**config.mk**
```make
export PLATFORM = sky130hd
export DESIGN_NAME = arps_mv_drain
export DESIGN_NICKNAME = d
export VERILOG_FILES = /design/src/rtl/arps_mv_drain.sv
export SDC_FILE = /design/constraint.sdc
export NUM_CORES = 1
export LEC_CHECK = 0
export ABC_AREA = 0
export CORE_ASPECT_RATIO = 2
export CORE_MARGIN = 2
export CORE_UTILIZATION = 45
export DETAILED_ROUTE_END_ITERATION = 6
export PLACE_DENSITY_LB_ADDON = 0.12
export SYNTH_ARGS = -nofsm -noshare
export SYNTH_HDL_FRONTEND = slang
export SYNTH_SLANG_ARGS = --single-unit
```
**constraint.sdc**
```tcl
create_clock -name clk -period 3.36 [get_ports clk]
set_input_delay 0.336 -clock clk [delete_from_list [all_inputs] [get_ports clk]]
set_output_delay 0.336 -clock clk [all_outputs]
set_load 0.05 [all_outputs]
```
**src/rtl/arps_mv_drain.sv**
```systemverilog
// rtl/arps_mv_drain.sv - drains ARPS motion-vector BRAM onto a valid/ready stream with tlast and done pulse
// Optional feature macro: ARPS_MV_STATS_EN adds nonzero_cnt_o (saturating count of non-zero MVs).
module arps_mv_drain #(
  parameter int          NUM_MV     = 396,
  parameter logic [31:0] BASE_ADDR  = 32'd0,
  parameter logic [31:0] ADDR_STEP  = 32'd4,
  parameter int          DATA_WIDTH = 32
) (
  input  logic                  clk,
  input  logic                  rst,
  input  logic                  start_i,
  output logic [31:0]           addr_mv_o,
  output logic                  en_mv_o,
  output logic [3:0]            we_mv_o,
  input  logic [DATA_WIDTH-1:0] data_mv_i,
  output logic [DATA_WIDTH-1:0] m_tdata_o,
  output logic                  m_tvalid_o,
  input  logic                  m_tready_i,
  output logic                  m_tlast_o,
  output logic                  busy_o,
  output logic                  done_o
`ifdef ARPS_MV_STATS_EN
  ,
  output logic [15:0]           nonzero_cnt_o
`endif
);

  localparam int IW = $clog2(NUM_MV + 1);
  localparam logic [IW-1:0] LP_LAST = IW'(NUM_MV - 1);

  localparam logic [1:0] S_IDLE  = 2'd0;
  localparam logic [1:0] S_READ  = 2'd1;
  localparam logic [1:0] S_DRAIN = 2'd2;
  localparam logic [1:0] S_DONE  = 2'd3;

  logic [1:0]            r_state;
  logic [IW-1:0]         r_rd_idx;
  logic [IW-1:0]         r_out_idx;
  logic                  r_inflight;
  logic [DATA_WIDTH-1:0] r_buf [0:1];
  logic                  r_head;
  logic [1:0]            r_count;

  logic w_pop;
  logic w_issue;
  logic w_start;
  logic w_tail;

  assign w_pop   = m_tvalid_o & m_tready_i;
  assign w_start = (r_state == S_IDLE) & start_i;
  assign w_tail  = r_head ^ r_count[0];
  // Occupancy counts the word still in BRAM flight; the same-cycle pop frees a slot.
  assign w_issue = (r_state == S_READ) &&
                   (({1'b0, r_count} + {2'b0, r_inflight}) < (3'd2 + {2'b0, w_pop}));

  assign en_mv_o    = w_issue;
  assign addr_mv_o  = BASE_ADDR + 32'(r_rd_idx) * ADDR_STEP;
  assign we_mv_o    = 4'b0000;
  assign m_tdata_o  = r_buf[r_head];
  assign m_tvalid_o = (r_count != 2'd0);
  assign m_tlast_o  = m_tvalid_o && (r_out_idx == LP_LAST);
  assign busy_o     = (r_state != S_IDLE);
  assign done_o     = (r_state == S_DONE);

  always_ff @(posedge clk or negedge rst) begin
    if (!rst) begin
      r_state    <= S_IDLE;
      r_rd_idx   <= '0;
      r_out_idx  <= '0;
      r_inflight <= 1'b0;
      r_buf[0]   <= '0;
      r_buf[1]   <= '0;
      r_head     <= 1'b0;
      r_count    <= 2'd0;
    end else begin
      case (r_state)
        S_IDLE:  if (start_i) r_state <= S_READ;
        S_READ:  if (w_issue && (r_rd_idx == LP_LAST)) r_state <= S_DRAIN;
        S_DRAIN: if (w_pop && (r_out_idx == LP_LAST)) r_state <= S_DONE;
        default: r_state <= S_IDLE;
      endcase

      r_inflight <= w_issue;
      if (r_inflight) r_buf[w_tail] <= data_mv_i;
      r_count <= r_count + {1'b0, r_inflight} - {1'b0, w_pop};
      if (w_issue) r_rd_idx <= r_rd_idx + 1'b1;
      if (w_pop) begin
        r_out_idx <= r_out_idx + 1'b1;
        r_head    <= ~r_head;
      end

      if (w_start) begin
        r_rd_idx   <= '0;
        r_out_idx  <= '0;
        r_inflight <= 1'b0;
        r_head     <= 1'b0;
        r_count    <= 2'd0;
      end
    end
  end

`ifdef ARPS_MV_STATS_EN
  logic [15:0] r_nz_cnt;

  always_ff @(posedge clk or negedge rst) begin
    if (!rst) begin
      r_nz_cnt <= 16'd0;
    end else if (w_start) begin
      r_nz_cnt <= 16'd0;
    end else if (w_pop && (m_tdata_o[15:0] != 16'd0) && (r_nz_cnt != 16'hFFFF)) begin
      r_nz_cnt <= r_nz_cnt + 16'd1;
    end
  end

  assign nonzero_cnt_o = r_nz_cnt;
`endif

endmodule

```
# Yosys cells after proc, flatten, opt, wreduce, memory -nomap -nowiden
# Cells that the tools add are included.
# Widths: inputs -> output; s select.
[classes]
add_sub_neg = 6
n_lt_le_gt_ge = 4
n_eq_ne = 8
muxes = 18
n_bitwise = 6
n_reduce_logical = 11
[op_table]
columns = ["op", "n"]
rows = [
  ["$mux 32", 4],
  ["$bwmux 64", 1],
  ["$mux 9", 4],
  ["$demux 32 s1", 1],
  ["$add 9x1->9 const B", 2],
  ["$eq 9x9->1 const B", 2],
  ["$mux 2", 4],
  ["$reduce_bool 2->1", 4],
  ["$pmux 2 s3", 1],
  ["$logic_and 1x1->1", 5],
  ["$eq 2x2->1 const B", 2],
  ["$ge 2x2->1 const B", 2],
  ["$ne 2x2->1 const B", 2],
  ["$not 1->2", 2],
  ["$add 2x1->3", 1],
  ["$add 2x1->3 const A", 1],
  ["$lt 3x3->1", 1],
  ["$mux 1", 3],
  ["$reduce_and 3->1", 1],
  ["$add 2x1->2", 1],
  ["$and 1x1->1", 2],
  ["$eq 2x1->1 const B", 1],
  ["$logic_not 2->1", 1],
  ["$lt 2x1->1 const B", 1],
  ["other kinds (4)", 4],
]
[word_totals]
register_bits = 88
inputBits = 36
out_inout_bits = 73

# Logic depth before layout (Yosys ltp)
[depth]
word_depth = 8
ltp_mapped = 9

# Worst setup path after synthesis
# No wires, ideal clock.
[synth_timing]
kind = "register -> register"
from = "register r_rd_idx[0]"
to = "register r_state[1]"
setup_time_ps = 128
arrival_time_ps = 1808
setup_slack_ps = 1425
path_stages_with_launch = 7
path_buffers = 0
path_cell_list = "dfrtp_1 > ha_1 > nand4b_1 > nor3_1 > a31oi_1 > nor3_2 > mux2_1"
[synth_via]
elab_chain_len = 4
[synth_lines]
columns = ["element", "line_no", "rtl"]
rows = [
  ["start, declared", "37", "logic [IW-1:0] r_rd_idx;"],
  ["start signal, assigned", "86", "if (w_issue) r_rd_idx <= r_rd_idx + 1'b1;"],
  ["$eq 9x9->1", "78", "S_READ: if (w_issue && (r_rd_idx == LP_LAST)) r_state <= S_DRAIN;"],
  ["$logic_and 1x1->1", "78", ""],
  ["$ne 2x1->1 (no line)", "--", ""],
  ["$reduce_and 3->1 (no line)", "--", ""],
  ["end signal, assigned", "78", ""],
  ["end signal, assigned", "79", "S_DRAIN: if (w_pop && (r_out_idx == LP_LAST)) r_state <= S_DONE;"],
  ["end signal, assigned", "80", "default: r_state <= S_IDLE;"],
  ["end, declared", "36", "logic [1:0] r_state;"],
]
# Every way passes these cells.
# A chain may end at the register's enable or synchronous reset.

# Worst setup path after layout
[layout_timing]
from = "register r_count[0]"
to = "output port en_mv_o"
[layout_via]
elab_chain_len = 5
word_cells_on_any_way = 6
cone_classes = "add/sub: 2; order compare: 1; bitwise: 1; reduce/logical: 2"
[layout_lines]
columns = ["element", "line_no", "rtl"]
rows = [
  ["start, declared", "42", "logic [1:0] r_count;"],
  ["start signal, assigned", "85", "r_count <= r_count + {1'b0, r_inflight} - {1'b0, w_pop};"],
  ["$reduce_bool 2->1", "60", "assign m_tvalid_o = (r_count != 2'd0);"],
  ["$and 1x1->1", "49", "assign w_pop = m_tvalid_o & m_tready_i;"],
  ["$add 2x1->3", "54", "(({1'b0, r_count} + {2'b0, r_inflight}) < (3'd2 + {2'b0, w_pop}));"],
  ["$lt 3x3->1 (*)", "54", ""],
  ["$logic_and 1x1->1 (*)", "53", "assign w_issue = (r_state == S_READ) &&"],
  ["end, declared", "13", "output logic en_mv_o,"],
]
# Every way passes the cells marked *; elsewhere a longest branch is shown, timed or not.

==> summary.md <==
| Metric | Value |
|---|---|
| Antenna viol nets, final | 0 |
| Grt total ovfl | 0 |
| Average size of a mapped cell | roughly 13 um2 |
| Num CTS Buffers | 9 |
| Post-synth cell types | 38 |
| Crit end category | output port |
| Cell taking the most area after synthesis | sky130_fd_sc_hd__dfrtp_1 |
| Cell chain of the critical path | ha_1, ha_1, nor2_1, nand2_1, inv_2, clkdlybuf4s50_1 |
| Fraction of layout instances using a drive strength above 1 | 0.290 |
| Syn Inst Count | 337 |
| Overall power consumption | about 6.5 mW |
| Buffers inserted during post-CTS setup optimization | 0 |
| Growth of design area from synthesis to finish | 24.6% |
| Power density of the placed cells | between 1000 and 1500 mW/mm2 |
| Worst setup margin | approximately 0.46 ns |
| Clock tree skew after final layout | about 0.0075 ns |
| Final Wtd Congestion | ~0.74 |
| Most frequent cell on the critical path | sky130_fd_sc_hd__ha_1 |
| Type of the tightest min-delay check | primary input to async pin |
| Average wire per cell in the routed design | roughly 16 um |
| Vias | between 2,000 and 3,000 |
| Count of buffers inserted at the top-level ports | a little over 80 |
| Horizontal die dimension | around 74 um |
| NumNets Final | 466 |
| Clock input transition at the sequential cells of the worst setup and hold paths | about 0.06 ns |
| Leak | 2.55 nW |
| Number of synthesis warnings | 0 |
| Synth Register Bits | between 80 and 90 |
| Overall track demand over capacity in global routing | 0.178 |
| Post-route standard cell area excluding fillers | ~0.0055 mm2 |
| Final setup TNS | 0 ns |
| Starting density of the core | 0.460 |
| Number of H-tree levels | 3 |
| Max_slew headroom | 0.505 |
| Remaining DRCs | 0 |
| Die area | about 0.011 mm2 |
| Commonest cells after routing, fill and taps aside | sky130_fd_sc_hd__dfrtp_1 (88), sky130_fd_sc_hd__clkdlybuf4s50_1 (80), sky130_fd_sc_hd__mux2_2 (66) |
| IO Count | 109 |
| TritonCTS clock tree | yes |
| Via count of the first global-routing pass | 2,855 |
| Vertical die dimension | roughly 140 um |
| Time the worst path needs with I/O delays and setup | slightly below 3 ns |
| Largest net degree at the start of global routing | 56 |
| Post-CTS Hold Fix Bufs | 0 |
| Part of the Yosys area used for sequential elements | 0.496 |
| Critical path required time | 3.02 ns |
| Mean number of vias per cell | around 4.8 |
| WP data arrival | 2.57 ns |
| Ranking of synthesized cells by area | sky130_fd_sc_hd__dfrtp_1 (50%), sky130_fd_sc_hd__mux2_2 (17%), sky130_fd_sc_hd__mux2_4 (10%), sky130_fd_sc_hd__buf_4 (4.6%), sky130_fd_sc_hd__ha_1 (2.8%) |
| Worst-Skew Late Latency | 0.33 ns |
| Cell type of the slowest stage on the worst timing path | sky130_fd_sc_hd__clkdlybuf4s50_1 |
| Worst Path Class, Setup | flop to output port |
| Pin slew with the least headroom to its limit | roughly 0.74 ns |
| Final setup viols | 0 |
| Mapped Area | 0.00444 mm2 |
| Number of hold violations in the final report | 0 |
| Pins over their slew limit | 0 |
| Resize count post-CTS | 0 |
| Share of the cycle needed by the critical path after routing | 0.864 |
| Startpoint class of the critical path | flop |
| Achievable Freq | roughly 340 MHz |
| Run status | completed |
| Iteration-0 DRC Markers | about 140 |
| Global-route wire length before repair | 14,200 um |
| Max stage delay on crit path | a little over 0.8 ns |
| Worst slack at placement | between 0.6 and 0.7 ns |
| Unrepaired setup endpoints after global routing | no |
| Hpwl dp | about 6500 um |
| Number of core rows | 51 |
| Number of iterations in the first detailed-routing pass | 4 |
| CTS sink count | a little under 90 |
| Antenna cell count | 0 |
| Biggest fanout along the worst timing path | 6 |
| Most common library cell in the layout ignoring fill and taps | sky130_fd_sc_hd__dfrtp_1 |
| Yosys top cell area share | 0.496 |
| WL final | 9120 um |
| Cell area after placement | between 0.005 and 0.006 mm2 |
| Clock root buffer | sky130_fd_sc_hd__clkbuf_16 |
| Number of violations of the max-capacitance limit | 0 |
| Worst supply voltage drop on vdd | roughly 0.64 mV |
| Initial antenna violation count | 0 |
| Buffer levels on the longest clock path | 2 |
| Total core area | between 0.009 and 0.01 mm2 |
==> kinds of logic after synthesis <==
family	after synthesis	synth area share
flip-flops	88	0.496
AO/OA/AOI/OAI	11	0.0161
adder cells (fa/ha/maj)	10	0.0282
other	1	0.000845
AND/OR/NAND/NOR	62	0.0699
buffers and inverters	50	0.0809
multiplexers	99	0.276
XOR/XNOR	16	0.0316
==> stage by stage <==
step / hold WS, ns / util / std cells
6_report: 0.0506 / 0.574 / 556
5_1_grt: 0.0981 / 0.574 / 556
4_1_cts: 0.0744 / 0.574 / 556
3_5_place_dp: 0.431 / 0.544 / 541
3_3_place_gp: 0.423 / 0.544 / 541
2_1_floorplan: 0.0404 / - / 363
==> power breakdown <==
part           leakage, nW  internal (mW)  switching, mW  total (mW)
registers             1.07           1.54          0.273        1.81
clock network        0.145          0.588          0.385       0.973
logic                 1.34           1.62           2.09        3.71
total                 2.55           3.74           2.75        6.49
==> metal layers <==
metal | wire [um] | vias to the layer above | GRT usage
met1 | 3470 | 1361 | 0.198
met3 | 370 | 9 | 0.0439
met5 | 0 | - | 0
met4 | 137 | 0 | 0.0620
li1 | - | 1260 | -
met2 | 5140 | 62 | 0.323
==> worst max-delay path: cells and delay by family (launching register included) <==
family,cells,cell delay [ns]
buffers and inverters,2,0.93
and+or+nand+nor,2,0.47
DFF,1,0.43
adders and majority gates,2,0.40
==> flip-flops by register name (all words and copies together), names as in the netlist <==
signal	count
r_buf	64
r_out_idx	9
r_rd_idx	9
r_count	2
r_state	2
r_head	1
r_inflight	1
==> cell usage after synthesis, drive strengths merged <==
cell,instances
a21oi,4
a31oi,1
and2,2
and3,4
buf,37
clkbuf,4
conb,1
dfrtp,88
ha,10
inv,9
mux2,97
mux2i,2
nand2,12
nand2b,2
nand3,9
nand4,3
nand4b,1
nor2,17
nor2b,2
nor3,4
nor3b,1
nor4b,1
o21a,1
o21ai,4
o32a,1
or2,2
or3,2
xnor2,4
xor2,12
==> path summary, 6_finish.rpt <==
path,endpoint,cells past startpoint,slack (ns),from
setup reg to reg,r_count[1],8,1.32,r_count[0]
hold / removal,r_buf[32],1,0.05,rst
hold reg to reg,r_buf[27],1,0.50,r_buf[27]
min in group clk,r_buf[27],1,0.50,r_buf[27]
setup / recovery,en_mv_o,6,0.46,r_count[0]
max in group asynchronous,r_buf[22],2,2.57,rst
==> cell type report <==
| type | instances | area (um2) |
|---|---|---|
| Inverter | 9 | 33.8 |
| Sequential cell | 88 | 2200 |
| Clock inverter | 4 | 45.0 |
| Fill cell | 850 | 4110 |
| Multi-Input combinational cell | 225 | 1970 |
| Timing Repair Buffer | 87 | 866 |
| Tap cell | 132 | 165 |
| Clock buffer | 11 | 243 |
Power figures use the tool's default switching activity.
